<file path="src/rtl/intr_ctrl.sv">
// rtl/intr_ctrl.sv - prioritised interrupt controller with pending capture, mask and ack/EOI handshake.
// Optional rotating priority enabled by defining INTR_CTRL_RR_EN.
module intr_ctrl #(
    parameter int N_SRC = 4,
    parameter int VEC_W = 2
) (
    input  logic             clk_i,
    input  logic             rst_ni,
    input  logic [N_SRC-1:0] req_i,
    input  logic             mask_we_i,
    input  logic [N_SRC-1:0] mask_i,
    input  logic             ack_i,
    input  logic             eoi_i,
    output logic             irq_o,
    output logic [VEC_W-1:0] vec_o,
    output logic             busy_o,
    output logic [N_SRC-1:0] pending_o
);

    typedef enum logic [1:0] {IDLE, REQ, SERVICE} state_e;

    state_e           state_q, state_d;
    logic [N_SRC-1:0] req_prev_q;
    logic [N_SRC-1:0] pending_q, pending_d;
    logic [N_SRC-1:0] mask_q;
    logic [N_SRC-1:0] eligible, events, clr;
    logic [VEC_W-1:0] vec_q, vec_d, win;
    logic             armed_q;
    logic             ack_take;

    // The first cycle after reset only primes the history, so lines already
    // high when reset releases do not fabricate an event.
    assign events    = armed_q ? (req_i & ~req_prev_q) : '0;
    assign eligible  = pending_q & mask_q;
    assign ack_take  = (state_q == REQ) && ack_i;
    assign clr       = ack_take ? (N_SRC'(1) << vec_q) : '0;
    assign pending_d = (pending_q & ~clr) | events;

`ifdef INTR_CTRL_RR_EN
    logic [VEC_W-1:0] lp_q;

    always_comb begin
        int   idx;
        logic found;
        idx   = 0;
        found = 1'b0;
        win   = '0;
        for (int i = 1; i <= N_SRC; i++) begin
            idx = int'(lp_q) - i;
            if (idx < 0) idx = idx + N_SRC;
            if (!found && eligible[idx]) begin
                win   = VEC_W'(idx);
                found = 1'b1;
            end
        end
    end

    always_ff @(posedge clk_i or negedge rst_ni) begin
        if (!rst_ni)       lp_q <= '0;
        else if (ack_take) lp_q <= vec_q;
    end
`else
    always_comb begin
        win = '0;
        for (int i = 0; i < N_SRC; i++) begin
            if (eligible[i]) win = VEC_W'(i);
        end
    end
`endif

    always_comb begin
        state_d = state_q;
        vec_d   = vec_q;
        case (state_q)
            IDLE: begin
                if (|eligible) begin
                    vec_d   = win;
                    state_d = REQ;
                end
            end
            REQ: begin
                if (ack_i)                 state_d = SERVICE;
                else if (!eligible[vec_q]) state_d = IDLE;
            end
            SERVICE: begin
                if (eoi_i) state_d = IDLE;
            end
            default: state_d = IDLE;
        endcase
    end

    always_ff @(posedge clk_i or negedge rst_ni) begin
        if (!rst_ni) begin
            state_q    <= IDLE;
            vec_q      <= '0;
            req_prev_q <= '0;
            pending_q  <= '0;
            mask_q     <= '0;
            armed_q    <= 1'b0;
        end else begin
            state_q    <= state_d;
            vec_q      <= vec_d;
            req_prev_q <= req_i;
            pending_q  <= pending_d;
            armed_q    <= 1'b1;
            if (mask_we_i) mask_q <= mask_i;
        end
    end

    assign irq_o     = (state_q == REQ);
    assign busy_o    = (state_q == SERVICE);
    assign vec_o     = (state_q == IDLE) ? '0 : vec_q;
    assign pending_o = pending_q;

endmodule
</file>
<file path="config.mk">
export PLATFORM = sky130hd
export DESIGN_NAME = intr_ctrl
export DESIGN_NICKNAME = d
export VERILOG_FILES = /design/src/rtl/intr_ctrl.sv
export SDC_FILE = /design/constraint.sdc
export NUM_CORES = 1
export LEC_CHECK = 0
export ABC_AREA = 1
export BUFFER_PORTS_ARGS = -buffer_cell sky130_fd_sc_hd__buf_2
export CORE_UTILIZATION = 40
export DETAILED_ROUTE_END_ITERATION = 8
export PLACE_DENSITY = 0.77
export SYNTH_ARGS = -nofsm -noshare
export SYNTH_HDL_FRONTEND = slang
export SYNTH_SLANG_ARGS = --single-unit
</file>
<file path="constraint.sdc">
create_clock -name clk_i -period 0.9 [get_ports clk_i]
set_input_delay 0.045 -clock clk_i [delete_from_list [all_inputs] [get_ports clk_i]]
set_output_delay 0.045 -clock clk_i [all_outputs]
set_load 0.01 [all_outputs]
</file>
==> flow_summary.toml, run 1 <==
[run_status]
outcome = "finished with violations"
violations = "setup timing"

[logic_synthesis]
seq_area_frac_synth = 0.586
syn_nets = 92
synth_top_area_cell = "dfrtp_1"
synth_area_um2 = 726
synth_cell_types = 15
ys_warn_count = 0
synth.top_cell.area_share = 0.586
ys_ff_latch = 17
syn-instance-count = 79
yosys-top-cells-area = "dfrtp_1 59%, nand2_1 13%, mux2_1 6.2%"
syn_avg_cell_area_um2 = 9.19

[global_route]
antenna_found_initial = 0
grt_pass1_vias = 732
grt_max_degree = 18
grt_use_total = 0.217
grt_pass1_wl_mm = 2.96
grt_overflow = 0

[worst_setup_path]
cp-start-kind = "flip-flop"
critPathArrivalTime_ps = 1330
path_buf_inv = 2
worstSetupEndpointType = "flip-flop"
slowest_delay_ps = 410
slowest_stage = "dfrtp_1"
critPathKind = "reg2reg"
crit_required_ps = 1120
crit_top_cell = "nand2_1"
crit_chain = "inv_2, buf_4, nand2_4, nor2_1, nor2_1, nand2_1, nand2_1, nand2_1"
crit_family = "simple AND/OR/NAND/NOR gates"
cp_max_fo = 3

[place]
detailed_place_hpwl_mm = 1.17
gp_congestion = 0.830
placed_area_um2 = 897
port_buffers = 20

[floorplan]
die_w_um = 44.6
ioPinCount = 21
coreArea_um2 = 1710
initial_core_util = 0.425
die-area_um2 = 1990
die_y_um = 44.6
rows = 15

[sta]
final.period_utilization = 1.24
fin_worst_skew_ps = 6.29
max_freq_mhz = 897
finalHoldViolations = 0
period_needed_ps = 1110
setup_ws_ps = -214
slew_violations = 0
setup-violations-final = 16
rsz0062_at_grt = "yes"
holdWs_ps = 67.3

[drt]
wl_mm = 2.08
dr.pass1.iters = 4
wl_per_cell_um = 13.4
drc_errors = 0
dr.first_iter.drc_count = 13
viasPerCell = 4.91
routed-via-count = 761
antenna_left = 0

[pwr]
p_sw_w = 0.00142
power_frac_comb = 0.563
ir_drop_v = 0.00155
powerDensity_nw_per_um2 = 3000
p_clk_frac = 0.108
swShare = 0.391
power_frac_seq = 0.329
p_int_w = 0.00221
power_leakage_nw = 0.602

[cts]
cts_tree = "built"
clock_sinks = 17
cts_buffers = 3
cts.path.max_buffers = 2
clk_pin_slew_worst_paths_ps = 90
htreeDepth = 1
clock_latency_ps = 280
cts_root_buf = "clkbuf_4"

[layout]
drive_above_1_share = 0.438
stdcell_area_um2 = 1210
nets = 144
diodes = 0
area_delta_synth_final_pct = 66.6

[job]
cap_violations = 0

[worst_hold_path]
hold_path_class = "in2reg"
-- registers in the layout (all words and copies together), names as in the netlist --
| register | count |
|---|---|
| mask_q | 4 |
| pending_o | 4 |
| req_prev_q | 4 |
| state_q | 2 |
| vec_q | 2 |
| armed_q | 1 |
-- power groups by stage --
stage / Combinational (W) / Clock [W] / Sequential, W
finish: 0.00204 / 0.000390 / 0.00119
global route: 0.00219 / 0.000431 / 0.00121
CTS: 0.00180 / 0.000397 / 0.00117
detailed placement: 0.00116 / 0 / 0.00118
global placement: 0.00110 / 0 / 0.00117
floorplan: 0.000624 / 0 / 0.00119
-- layout by cell type (no fill, tap or decap), drive strengths merged --
cell type and n:
buf 37, nand2 27, dfrtp 17, nor2 11, dlygate4sd3 10, inv 6
nand3 5, o21ai 4, mux2 4, clkbuf 4, o31ai 2, nand4 1
nor3 1, conb 1
-- repair_timing --
action / in CTS / in global routing
endpoints found under the hold margin: 29 / 0
hold buffers: 10 / 0
endpoints found under the setup margin: 16 / 16
gates resized for setup: 21 / 3
pin swaps: 2 / 5
setup buffers: 8 / 4
-- logic make-up (layout without fill, tap and decap cells) --
kind of cell / count (synthesis) / in the layout / share of synthesized area
other: 1 / 1 / 0.00517
and+or+nand+nor: 45 / 45 / 0.267
buffers and inverters: 6 / 57 / 0.0310
DFF: 17 / 17 / 0.586
AOI/OAI and AO/OA: 6 / 6 / 0.0483
muxes: 4 / 4 / 0.0621
-- final timing paths --
check | cells after the start | start | slack, ps | endpoint
min reg2reg | 1 | req_prev_q[2] | 450 | pending_o[2]
max in group asynchronous | 2 | rst_ni | 410 | state_q[1]
min in group asynchronous | 2 | rst_ni | 200 | mask_q[0]
min | 4 | ack_i | 70 | state_q[0]
max | 8 | vec_q[0] | -210 | state_q[0]
max reg2reg | 8 | vec_q[0] | -210 | state_q[0]
-- synth_stat cells --
cell / number
conb_1: 1
dfrtp_1: 17
inv_1: 4
inv_2: 2
mux2_1: 4
nand2_1: 26
nand2_2: 1
nand3_1: 4
nand3_2: 1
nand4_1: 1
nor2_1: 10
nor2_2: 1
nor3_2: 1
o21ai_1: 4
o31ai_1: 2
-- tightest hold or removal path, cell delays in order --
cell and delay, ps:
buf_2 120, nor3_2 50, nand2_1 50, nand2_1 40
-- stage by stage --
| stage | setup slack, ps | total power (W) | instances | setup TNS, ps | util |
|---|---|---|---|---|---|
| floorplan | 4.75 | 0.00181 | 79 | 0 | - |
| global placement | -76.2 | 0.00227 | 129 | -270 | 0.525 |
| detailed placement | -119 | 0.00233 | 129 | -487 | 0.525 |
| CTS | -203 | 0.00336 | 151 | -1840 | 0.684 |
| global route | -297 | 0.00384 | 155 | -3000 | 0.708 |
| finish | -214 | 0.00363 | 155 | -2180 | 0.708 |
-- metal layers --
layer	GRT usage	vias up	routed length [um]
met5	0	-	0
met4	0.158	0	112
met3	0.0327	14	105
met2	0.406	33	1150
met1	0.214	361	708
li1	-	353	-
-- cell type report --
cell class	instances	area, um2
Timing Repair Buffer	47	373
Inverter	6	22.5
Fill cell	122	499
Sequential cell	17	428
Multi-Input combinational cell	56	328
Tap cell	25	31.3
Clock buffer	4	26.3
Note: power is estimated with default switching activity, not from simulation.
==> run 2: changes to the inputs <==
- CORE_UTILIZATION: 40 -> 43
- PLACE_DENSITY: 0.77 -> 0.81
==> run 2 against run 1 <==
Wire length up 12%. The run still ends with setup timing left. Highest routed layer unchanged. First-iteration DRC count up 15%. Critical path depth down 5. Critical endpoint is now busy_o. Clock-buffer cell count unchanged. Global-route usage up 1.8 points. Sequential share of layout area down 1.1 points. Maximum frequency down 3.9%. Sequential power about the same. Combinational power up 13%. Clock power up 2%. Die area down 6.7%.
==> flow_summary.toml, run 2 (synthesized netlist as in run 1, its figures left out) <==
[run_status]
outcome = "finished with violations"
violations = "setup timing"

[pwr]
ir_drop_v = 0.00188
power_leakage_nw = 0.622
p_int_w = 0.00234
power_frac_seq = 0.311
p_sw_w = 0.00158
power_frac_comb = 0.588
p_clk_frac = 0.101
swShare = 0.403
powerDensity_nw_per_um2 = 3140

[global_route]
antenna_found_initial = 0
grt_overflow = 0
grt_pass1_vias = 759
grt_pass1_wl_mm = 3.13
grt_max_degree = 18
grt_use_total = 0.236

[worst_setup_path]
critPathKind = "reg2out"
cp_max_fo = 4
crit_chain = "buf_4, nor2_1, buf_2"
slowest_delay_ps = 460
slowest_stage = "dfrtp_2"
cp-start-kind = "flip-flop"
critPathArrivalTime_ps = 1120
crit_required_ps = 850
worstSetupEndpointType = "primary output"

[sta]
setup_ws_ps = -260
finalHoldViolations = 0
period_needed_ps = 1160
max_freq_mhz = 862
setup-tns-final_ps = -2600
rsz0062_at_grt = "yes"
final.period_utilization = 1.29
slew_violations = 0
setup-violations-final = 16
fin_worst_skew_ps = 2.19

[cts]
cts_buffers = 3
cts.path.max_buffers = 2
clock_latency_ps = 280
cts_root_buf = "clkbuf_4"
htreeDepth = 1
cts_tree = "built"
clock_sinks = 17
clk_pin_slew_worst_paths_ps = 90

[drt]
wl_mm = 2.32
wl_per_cell_um = 15.6
viasPerCell = 5.30
drc_errors = 0
antenna_left = 0
dr.first_iter.drc_count = 15
routed-via-count = 784
dr.pass1.iters = 4

[layout]
final_common_cell = "nand2_1"
diodes = 0
stdcell_area_um2 = 1250
area_delta_synth_final_pct = 72.2
drive_above_1_share = 0.477
fill_cells = 85
final_cell_mix = "22 x nand2_1, 15 x buf_2, 15 x buf_6"
nets = 146

[place]
port_buffers = 20
placed_area_um2 = 916
detailed_place_hpwl_mm = 1.32
gp_congestion = 0.821

[worst_hold_path]
hold_path_class = "in2reg"

[floorplan]
die_w_um = 43.1
rows = 14
ioPinCount = 21
coreArea_um2 = 1540
initial_core_util = 0.471
die_y_um = 43.1
die-area_um2 = 1860

[job]
cap_violations = 0
[run 2: area by class of cell]
type                            count  area (um2)  area share
Clock buffer                        4        26.3      0.0210
Inverter                            6        22.5      0.0180
Multi-Input combinational cell     56         340       0.272
Sequential cell                    17         429       0.343
Tap cell                           16        20.0      0.0160
Timing Repair Buffer               49         412       0.329
[run 2: per-layer routing]
metal | wire [um] | vias up | part of all wire | global-route usage
li1 | - | 356 | - | -
met1 | 874 | 375 | 0.38 | 0.289
met2 | 1220 | 38 | 0.53 | 0.379
met3 | 111 | 15 | 0.048 | 0.0468
met4 | 111 | 0 | 0.048 | 0.139
met5 | 0 | - | 0 | 0
[run 2: worst paths after layout]
path / startpoint / end / slack (ps) / cells past startpoint
min reg2reg: req_prev_q[2] / pending_o[2] / 470 / 1
max reg2reg: state_q[1] / pending_o[2] / -220 / 5
min: mask_we_i / mask_q[2] / 60 / 2
max in group asynchronous: rst_ni / vec_q[1] / 410 / 2
min in group asynchronous: rst_ni / vec_q[0] / 200 / 2
max: state_q[0] / busy_o / -260 / 3
[run 2: metrics by stage]
step                      cells  utilization  power [W]  setup WS [ps]  hold slack, ps
final                       148        0.811    0.00393           -260            61.8
after global routing        148        0.811    0.00410           -291            57.9
after CTS                   144        0.771    0.00350           -260            39.7
after detailed placement    124        0.594    0.00250           -142           -16.5
after global placement      124        0.594    0.00241           -122           -20.2
after floorplan              79            -    0.00181           4.75            -251
[run 2: critical path: cells and delay by family, from the launching register on]
kind / cells / cell delay (ps)
flip-flops: 1 / 460
AND/OR/NAND/NOR: 1 / 90
buffers and inverters: 2 / 280
[run 2: power groups by stage]
stage	Sequential, W	Clock [W]	Combinational (W)
2_1_floorplan	0.00119	0	0.000624
3_3_place_gp	0.00115	0	0.00126
3_5_place_dp	0.00117	0	0.00133
4_1_cts	0.00119	0.000405	0.00191
5_1_grt	0.00123	0.000441	0.00243
6_report	0.00122	0.000396	0.00231
[run 2: what timing repair did]
action,4_1_cts,5_1_grt
buffers inserted,6,4
gates resized for setup,24,9
hold buffers,10,0
endpoints found under the hold margin,29,0
pin swaps,4,2
setup endpoints to repair,16,16
==> run 3: changes to the inputs <==
==> constraint.sdc (replaced) <==
create_clock -name clk_i -period 0.9 [get_ports clk_i]
set_input_delay 0.045 -clock clk_i [delete_from_list [all_inputs] [get_ports clk_i]]
set_output_delay 0.045 -clock clk_i [all_outputs]
set_load 0.02 [all_outputs]
==> run 3 against run 2 <==
The run ends with hold timing, setup timing left. Core utilization grew 0.57 points. Final area grew 0.70%. Register-to-register slack is essentially flat. Via count shrank 4.6%. Combinational power grew 8%. Power grew 4.3%. Global-route usage grew 0.30 points. Flip-flop and latch count is the same. Sequential power is essentially flat. Largest cell class unchanged.
==> flow_summary.toml, run 3 (synthesized netlist as in run 1, its figures left out) <==
[worst_setup_path]
slowest_stage = "dfrtp_2"
r2r_cells = 6
crit_family = "flip-flops"
r2r_slack_ps = -230
slowest_delay_ps = 450
path_buf_inv = 2
r2r-end = "vec_q[0]"
cp_max_fo = 3
crit_top_cell = "nand2_1"
critPathKind = "reg2reg"
critPathArrivalTime_ps = 1300
crit_chain = "nor2_4, buf_4, buf_6, nand2_2, nand2_1, nand2_1"
crit_required_ps = 1070
worstSetupEndpointType = "flip-flop"
cp-start-kind = "flip-flop"
r2r-start = "state_q[1]"

[floorplan]
ioPinCount = 21
initial_core_util = 0.471
die_y_um = 43.1
rows = 14
die_w_um = 43.1
coreArea_um2 = 1540
die-area_um2 = 1860

[layout]
final_common_cell = "nand2_1"
nets = 144
area_delta_synth_final_pct = 73.4
drive_above_1_share = 0.508
final_cell_mix = "21 x nand2_1, 16 x buf_6, 12 x buf_2"
fin_cells = 146
diodes = 0
stdcell_area_um2 = 1260

[global_route]
antenna_found_initial = 0
grt_pass1_vias = 737
grt_overflow = 0
grt_max_degree = 18
grt_use_total = 0.238
grt_pass1_wl_mm = 3.23

[place]
placed_area_um2 = 901
detailed_place_hpwl_mm = 1.20
port_buffers = 20
placed_cells = 121
gp_congestion = 0.891

[cts]
cts_tree = "built"
htreeDepth = 1
cts_root_buf = "clkbuf_4"
clock_sinks = 17
cts_buffers = 3
clk_pin_slew_worst_paths_ps = 100
cts.path.max_buffers = 2
clock_latency_ps = 280

[sta]
setup-violations-final = 16
slew_violations = 0
period_needed_ps = 1130
setup_ws_ps = -232
holdWs_ps = -7.25
max_freq_mhz = 883
final.period_utilization = 1.26
rsz0062_at_grt = "yes"
fin_worst_skew_ps = 1.81
finalHoldViolations = 1

[run_status]
outcome = "finished with violations"
violations = "hold timing, setup timing"

[drt]
dr.pass1.iters = 4
dr.first_iter.drc_count = 16
routed-via-count = 748
wl_per_cell_um = 14.0
viasPerCell = 5.12
antenna_left = 0
drc_errors = 0
wl_mm = 2.05

[worst_hold_path]
holdPathEnd = "mask_q[0]"
min-delay-start = "mask_i[0]"
hold_depth = 2
hold_path_class = "in2reg"

[pwr]
ir_drop_v = 0.00191
powerDensity_nw_per_um2 = 3250
power_leakage_nw = 0.612

[job]
cap_violations = 0
==> run 3: cell types whose count changed in the layout (fill, tap and decap cells not counted), sizes merged <==
cell,before,now
dlygate4sd3,10,9
buf,39,38
==> run 3: worst register-to-register path, stage by stage, from the launching register on <==
cell	delay [ps]
dfrtp_2	450
nor2_4	150
buf_4	130
buf_6	90
nand2_2	70
nand2_1	70
nand2_1	60
==> run 3: layout make-up <==
class / instances / area (um2)
inverter: 6 / 22.5
multi-input combinational: 56 / 352
tap: 16 / 20.0
timing repair buffer: 47 / 405
fill: 87 / 283
sequential: 17 / 433
clock buffer: 4 / 26.3
==> run 3: metal layers <==
metal  track usage  routed length (um)  vias up
met4        0.0727                  42        0
met5             0                   0        -
met1         0.273                 730      354
li1              -                   -      353
met2         0.433                1140       35
met3        0.0553                 133        6
==> run 3: power breakdown <==
part	switching, W	internal (W)
clock network	0.000226	0.000172
logic	0.00122	0.00127
registers	0.000226	0.000983
==> run 3: timing repair <==
action,4_1_cts,5_1_grt
hold endpoints to repair,29,0
setup endpoints to repair,15,16
resized for setup,32,11
setup buffers,8,5
pin swaps,8,5
hold buffers,9,0
==> run 3: worst max-delay path by stage <==
stage,startpoint,endpoint,slack [ps],depth (start not counted)
finish,state_q[1],vec_q[0],-230,6
detailed placement,vec_q[0],state_q[0],-90,7
global route,state_q[1],vec_q[0],-290,6
global placement,state_q[0],vec_q[0],-50,4
CTS,state_q[1],busy_o,-260,4
floorplan,pending_o[2],state_q[0],-0.02,6
==> run 3: per-stage QoR <==
| step | total power, W | hold slack (ps) | setup WS (ps) | util | TNS (ps) |
|---|---|---|---|---|---|
| after CTS | 0.00367 | 4.96 | -259 | 0.768 | -2110 |
| after global placement | 0.00245 | -17.2 | -51.5 | 0.584 | -175 |
| after floorplan | 0.00196 | -251 | -0.0242 | - | -0.0242 |
| final | 0.00410 | -7.25 | -232 | 0.817 | -2430 |
| after detailed placement | 0.00251 | -7.09 | -92.3 | 0.584 | -339 |
| after global routing | 0.00433 | -5.11 | -286 | 0.817 | -3130 |
